[src/rtl/fifo8_reader.sv]
// Read-side master for the 8-entry DMAC FIFO: drains a programmed burst over the
// rd_en/rd_ack/rd_err handshake and forwards each word on a valid/ready port.
module fifo8_reader #(
    parameter int RETRY_MAX = 3,
    parameter int DATA_W    = 32
) (
    input  logic              clk,
    input  logic              reset,
    input  logic              start,
    input  logic [3:0]        burst_len,
    output logic              rd_en,
    input  logic              rd_ack,
    input  logic              rd_err,
    input  logic [DATA_W-1:0] fifo_dout,
    output logic [DATA_W-1:0] m_data,
    output logic              m_valid,
    input  logic              m_ready,
    output logic              busy,
    output logic              done,
    output logic              underflow,
    output logic              timeout,
    output logic [3:0]        xfer_count
);

    localparam int RW = (RETRY_MAX > 0) ? $clog2(RETRY_MAX + 1) : 1;
    localparam logic [RW-1:0] RETRY_LIM = RW'(RETRY_MAX);

    localparam logic [2:0] S_IDLE = 3'd0;
    localparam logic [2:0] S_REQ  = 3'd1;
    localparam logic [2:0] S_WAIT = 3'd2;
    localparam logic [2:0] S_HOLD = 3'd3;
    localparam logic [2:0] S_DONE = 3'd4;

    logic [2:0]    state;
    logic [3:0]    len;
    logic [3:0]    len_clamped;
    logic [RW-1:0] retry_cnt;

    // The FIFO only holds 8 entries, so longer requests are trimmed.
    assign len_clamped = (burst_len > 4'd8) ? 4'd8 : burst_len;

    always_ff @(posedge clk or posedge reset) begin
        if (reset) begin
            state      <= S_IDLE;
            len        <= 4'd0;
            retry_cnt  <= '0;
            m_data     <= '0;
            xfer_count <= 4'd0;
            underflow  <= 1'b0;
            timeout    <= 1'b0;
        end else begin
            case (state)
                S_IDLE: begin
                    if (start) begin
                        len <= len_clamped;
                        if (len_clamped == 4'd0) begin
                            state <= S_DONE;
                        end else begin
                            state      <= S_REQ;
                            xfer_count <= 4'd0;
                            retry_cnt  <= '0;
                            underflow  <= 1'b0;
                            timeout    <= 1'b0;
                        end
                    end
                end
                S_REQ: state <= S_WAIT;
                S_WAIT: begin
                    // A silent cycle means the request was lost, typically to a writer collision.
                    if (rd_err) begin
                        underflow <= 1'b1;
                        state     <= S_DONE;
                    end else if (rd_ack) begin
                        m_data    <= fifo_dout;
                        retry_cnt <= '0;
                        state     <= S_HOLD;
                    end else if (retry_cnt < RETRY_LIM) begin
                        retry_cnt <= retry_cnt + 1'b1;
                        state     <= S_REQ;
                    end else begin
                        timeout <= 1'b1;
                        state   <= S_DONE;
                    end
                end
                S_HOLD: begin
                    if (m_ready) begin
                        xfer_count <= xfer_count + 4'd1;
                        state      <= ((xfer_count + 4'd1) == len) ? S_DONE : S_REQ;
                    end
                end
                S_DONE:  state <= S_IDLE;
                default: state <= S_IDLE;
            endcase
        end
    end

    // Single-cycle REQ keeps rd_en from ever being high on two consecutive cycles.
    assign rd_en   = (state == S_REQ);
    assign m_valid = (state == S_HOLD);
    assign busy    = (state != S_IDLE);
    assign done    = (state == S_DONE);

endmodule

[config.mk]
export PLATFORM = sky130hd
export DESIGN_NAME = fifo8_reader
export DESIGN_NICKNAME = d
export VERILOG_FILES = /design/src/rtl/fifo8_reader.sv
export SDC_FILE = /design/constraint.sdc
export NUM_CORES = 1
export LEC_CHECK = 0
export ABC_AREA = 1
export BUFFER_PORTS_ARGS = -buffer_cell sky130_fd_sc_hd__buf_2
export CORE_MARGIN = 2
export CORE_UTILIZATION = 52
export DETAILED_ROUTE_END_ITERATION = 16
export GPL_TIMING_DRIVEN = 0
export HOLD_SLACK_MARGIN = 0.08
export PLACE_DENSITY_LB_ADDON = 0.05
export SLEW_MARGIN = 10
export SYNTH_ARGS = -nofsm -noshare
export SYNTH_HDL_FRONTEND = slang
export SYNTH_SLANG_ARGS = --single-unit
[constraint.sdc]
create_clock -name clk -period 3.2 [get_ports clk]
set_input_delay 0.8 -clock clk [delete_from_list [all_inputs] [get_ports clk]]
set_output_delay 0.8 -clock clk [all_outputs]
set_load 0.02 [all_outputs]
# --- Word-level counts from Yosys, hierarchy flattened ---
# Cells that the tools add are included.
totals:
  ff_bits: 47
  out_inout_bits: 42
  wordCells: 64
op_classes:
  n_addsub: 2
  order_cmp: 2
  n_eq_ne: 13
  muxes: 27
  bitwise: 1
  reduce_logical: 12
ops:
  columns: ["operator", "n"]
  rows:
  - ["$mux W3", 7]
  - ["$mux W4", 4]
  - ["$ne A2 B2 Y1 const B", 6]
  - ["$pmux W3 S4", 1]
  - ["$mux W2", 5]
  - ["$pmux W4 S2", 1]
  - ["$reduce_and A4 Y1", 2]
  - ["$eq A3 B2 Y1 const B", 2]
  - ["$mux W1", 6]
  - ["$reduce_and A6 Y1", 1]
  - ["$reduce_and A5 Y1", 1]
  - ["$add A4 B1 Y4 const B", 1]
  - ["$eq A4 B4 Y1", 1]
  - ["$gt A4 B4 Y1 const B", 1]
  - ["$logic_not A4 Y1", 1]
  - ["$pmux W1 S2", 2]
  - ["$pmux W2 S2", 1]
  - ["$reduce_and A2 Y1", 2]
  - ["$reduce_bool A2 Y1", 2]
  - ["$eq A3 B1 Y1 const B", 1]
  - ["$eq A3 B3 Y1 const B", 1]
  - ["$logic_not A3 Y1", 1]
  - ["$ne A3 B3 Y1 const B", 1]
  - ["$reduce_and A3 Y1", 1]
  - ["other kinds (5)", 5]

# --- Logic depth before layout (Yosys ltp) ---
depth:
  word_depth: 6
  ltp_mapped: 11

# --- Worst setup path before layout ---
# Ideal clock, no wire load.
synth_path:
  kind: "reg-to-output"
  from: "register state[1]"
  to: "output port rd_en"
  arrival_time_ns: 0.957
  required_ns: 2.400
  slack_ns: 1.443
  path_stages_with_launch: 2
  n_path_buf: 0
  cell_sequence: "dfrtp_1 > nor3_1"
synth_via:
  elab_chain_len: 1
synth_rtl:
  columns: ["item", "line_no", "rtl"]
  rows:
  - ["from (decl)", "34", "logic [2:0] state;"]
  - ["from (signal assigned)", "88", "state <= ((xfer_count + 4'd1) == len) ? S_DONE : S_REQ;"]
  - ["$eq A3 B1 Y1", "98", "assign rd_en = (state == S_REQ);"]
  - ["to (decl)", "11", "output logic rd_en,"]
# No other way between the ends.

# --- Worst setup path in the final report ---
layout_path:
  from: "register state[0]"
  to: "output port busy"
layout_via:
  elab_chain_len: 1
layout_rtl:
  columns: ["item", "line_no", "rtl"]
  rows:
  - ["$reduce_bool A3 Y1", "100", "assign busy = (state != S_IDLE);"]
  - ["to (decl)", "18", "output logic busy,"]
# No other way between the ends.

==> flow_summary.yaml <==
critical_path:
  start_kind: "flip-flop"
  reg2reg_from: "xfer_count[0]"
  slowest_stage: "dfrtp_1"
  cp.depth: 3
  worstSetupPathType: "reg -> out"
  endpoint_kind: "output port"
  reg2reg_slack_ns: 1.66
  r2r-end: "state[0]"
  critPathRequiredTime_ns: 2.40
  critPathMaxStageDelay_ns: 0.43
  cp_cell_sequence: "nor3_2, inv_2, buf_2"
  ff2ff_path_depth: 9
  cpLargestDelayFamily: "flip-flops"
  crit_fanout: 6
  critPathLaunch: "state[0]"
  crit_buf_inv: 2
  crit_path_end: "busy"
  worstPathArrival_ns: 1.26
yosys:
  yosysWarnings: 0
  ys_ff_latch: 47
  synth.distinct_cells: 28
  async_flop_share_pct: 100.0
  synth_flop_cell: "dfrtp_1"
  syn_nets: 314
  avgSynthCellArea_um2: 8.244
  syn_inst: 270
  syn_area_um2: 2226
  yosysSeqAreaShare_pct: 52.84
  synth-edff-count: 0
timing:
  setup-violations-final: 0
  slew_viol_final: 0
  final_hold_viol_count: 0
  fin_ws_ns: 1.137
  skew_ns: 0.007349
  rsz0062_at_grt: "false"
  slew_headroom_pct: 72.09
  tightest_slew_ns: 0.4186
  fin_crit_sh_pct: 64.47
  fin_crit_ns: 2.063
  holdWs_ns: 0.4687
  tns_ns: 0
  timing.fmax_mhz: 484.7
global_routing:
  grtUsageMet1_pct: 28.83
  grtUsageMet2_pct: 34.19
  grt_pass1_vias: 1864
  grt_pass1_wl_um: 8293
  use_met3_pct: 4.651
  grt_max_degree: 31
  busiest_layer: "met2"
  antenna_found_initial: 0
  grt_usage_pct: 21.12
  grt_overflow: 0
outcome:
  status: "complete, no violations"
clock_tree:
  ctsResizeCount: 0
  hold_buffers: 0
  clkSinkCount: 47
  path_clk_slew_ns: 0.08
  clockBufferDepth: 2
  cts_buffers: 5
  cts_setup_buffers: 0
  h-tree-depth: 2
  clock_latency_ns: 0.30
  cts-root-buf: "clkbuf_8"
  cts_tree: "yes"
power_and_ir_drop:
  switching_share_pct: 44.63
  seqPwrFrac_pct: 38.8
  p_total_mw: 2.575
  p_comb_share_pct: 47.6
  p_leak_nw: 1.626
  p_per_area_nw_per_um2: 918.3
  clkPwrFrac_pct: 13.5
  vdd_ir_drop_max_mv: 0.4573
  power.switching_mw: 1.149
  p_int_mw: 1.426
placed_design:
  hpwl_um: 3578
  dp_cells: 403
  placed_area_um2: 2719
  globalplace.congestion: 0.8753
  portBuffers: 82
  pre_cts_ws_ns: 1.451
routing:
  ant_nets: 0
  drc_errors: 0
  drtIter0Drc: 70
  num_vias: 1993
  firstDrtPassIters: 4
  drt-wirelength-per-cell_um: 11.42
  routed_wirelength_um: 4694
  vias_per_cell: 4.849
finish:
  drive_above_1_share_pct: 31.02
  syn_to_final_growth_pct: 25.97
  fin_util_pct: 69.10
  stdcell_area_um2: 2804
  fin_nets: 404
  fin_cells: 411
  insertedDiodeCount: 0
floorplan:
  die_w_um: 69.43
  start_util_pct: 54.86
  core-area_um2: 4058
  die_area_um2: 4820
  die_h_um: 69.43
  fp-row-count: 23
  boundaryPins: 84
job:
  maxCapViolCount: 0
worst_hold_path:
  hold_class: "reg -> reg"
-- state kept, by name, indices dropped and copies added (netlist names) --
register and flops:
xfer_count 4, timeout 1, retry_cnt 2, len 4, underflow 1, state 3
m_data 32
-- worst min-delay path by stage --
| stage | start | endpoint | slack, ns | cells past startpoint |
|---|---|---|---|---|
| finish | m_data[24] | m_data[24] | 0.47 | 2 |
| global route | m_data[7] | m_data[7] | 0.50 | 2 |
| CTS | m_data[24] | m_data[24] | 0.47 | 2 |
| detailed placement | m_data[24] | m_data[24] | 0.45 | 2 |
| global placement | m_data[7] | m_data[7] | 0.45 | 2 |
| floorplan | retry_cnt[1] | retry_cnt[1] | 0.46 | 2 |
-- cells by family (layout without fill, tap and decap cells) --
family          after synthesis  after routing  share of synthesized area, %
fa+ha+maj                     2              2                         1.124
compound gates               16             16                         3.991
simple gates                168            168                         33.67
flops                        47             47                         52.84
buf+inv                      36            127                         7.982
xor+xnor                      1              1                        0.3936
-- worst reg2reg max path, cell delays in order, from the launching register on --
cell	delay (ns)
dfrtp_1	0.45
ha_1	0.35
xnor2_1	0.14
nand2_1	0.06
nor2_1	0.16
nand2_1	0.07
nand2_1	0.06
nand2_1	0.05
nand2_1	0.05
nand2_1	0.04
-- routing by layer --
metal  wire length (um)  up-vias
met5                  0        -
met4                 53        0
met3                282        7
met2               2198       57
met1               2159      894
li1                   -     1035
-- power groups by stage --
stage	Sequential [mW]	Combinational [mW]	Clock (mW)
6_report	1.00	1.23	0.348
5_1_grt	1.04	1.37	0.379
4_1_cts	1.00	1.24	0.353
3_5_place_dp	1.01	1.24	0
3_3_place_gp	1.01	1.21	0
2_1_floorplan	1.26	0.602	0
-- synthesized netlist by cell type (2+ instances only) --
master / count / area [um^2]
nand2_1: 104 / 390.4
dfrtp_1: 47 / 1176
nand3_1: 40 / 200.2
inv_1: 23 / 86.33
nor2_1: 8 / 30.03
o21ai_0: 8 / 40.04
buf_4: 4 / 30.03
buf_6: 3 / 33.78
clkbuf_1: 3 / 11.26
nand4_1: 3 / 18.77
a21oi_1: 2 / 10.01
ha_1: 2 / 25.02
inv_2: 2 / 7.510
nand2_2: 2 / 12.51
nand2_4: 2 / 22.52
nor2_4: 2 / 22.52
nor3_1: 2 / 10.01
o21ai_1: 2 / 10.01
o22ai_1: 2 / 12.51
-- cell type report --
type	instances	area, um^2
clock inverter	2	12.51
inverter	26	102.6
sequential	47	1176
fill	359	1254
multi-input combinational	187	872.1
clock buffer	6	72.57
timing repair buffer	83	430.4
tap	50	62.56
buffer	10	75.07
-- cells in the final DEF (no fill, tap or decap), drive strengths merged, types with 2 or more instances in the layout --
cell type	n
clkinv	2
nand3	41
a21oi	3
nand2	108
buf	90
nor3	3
o21ai	10
o22ai	2
nand4	3
inv	25
dfrtp	47
clkbuf	9
ha	2
nor2	11
(Power assumes the default switching activity.)
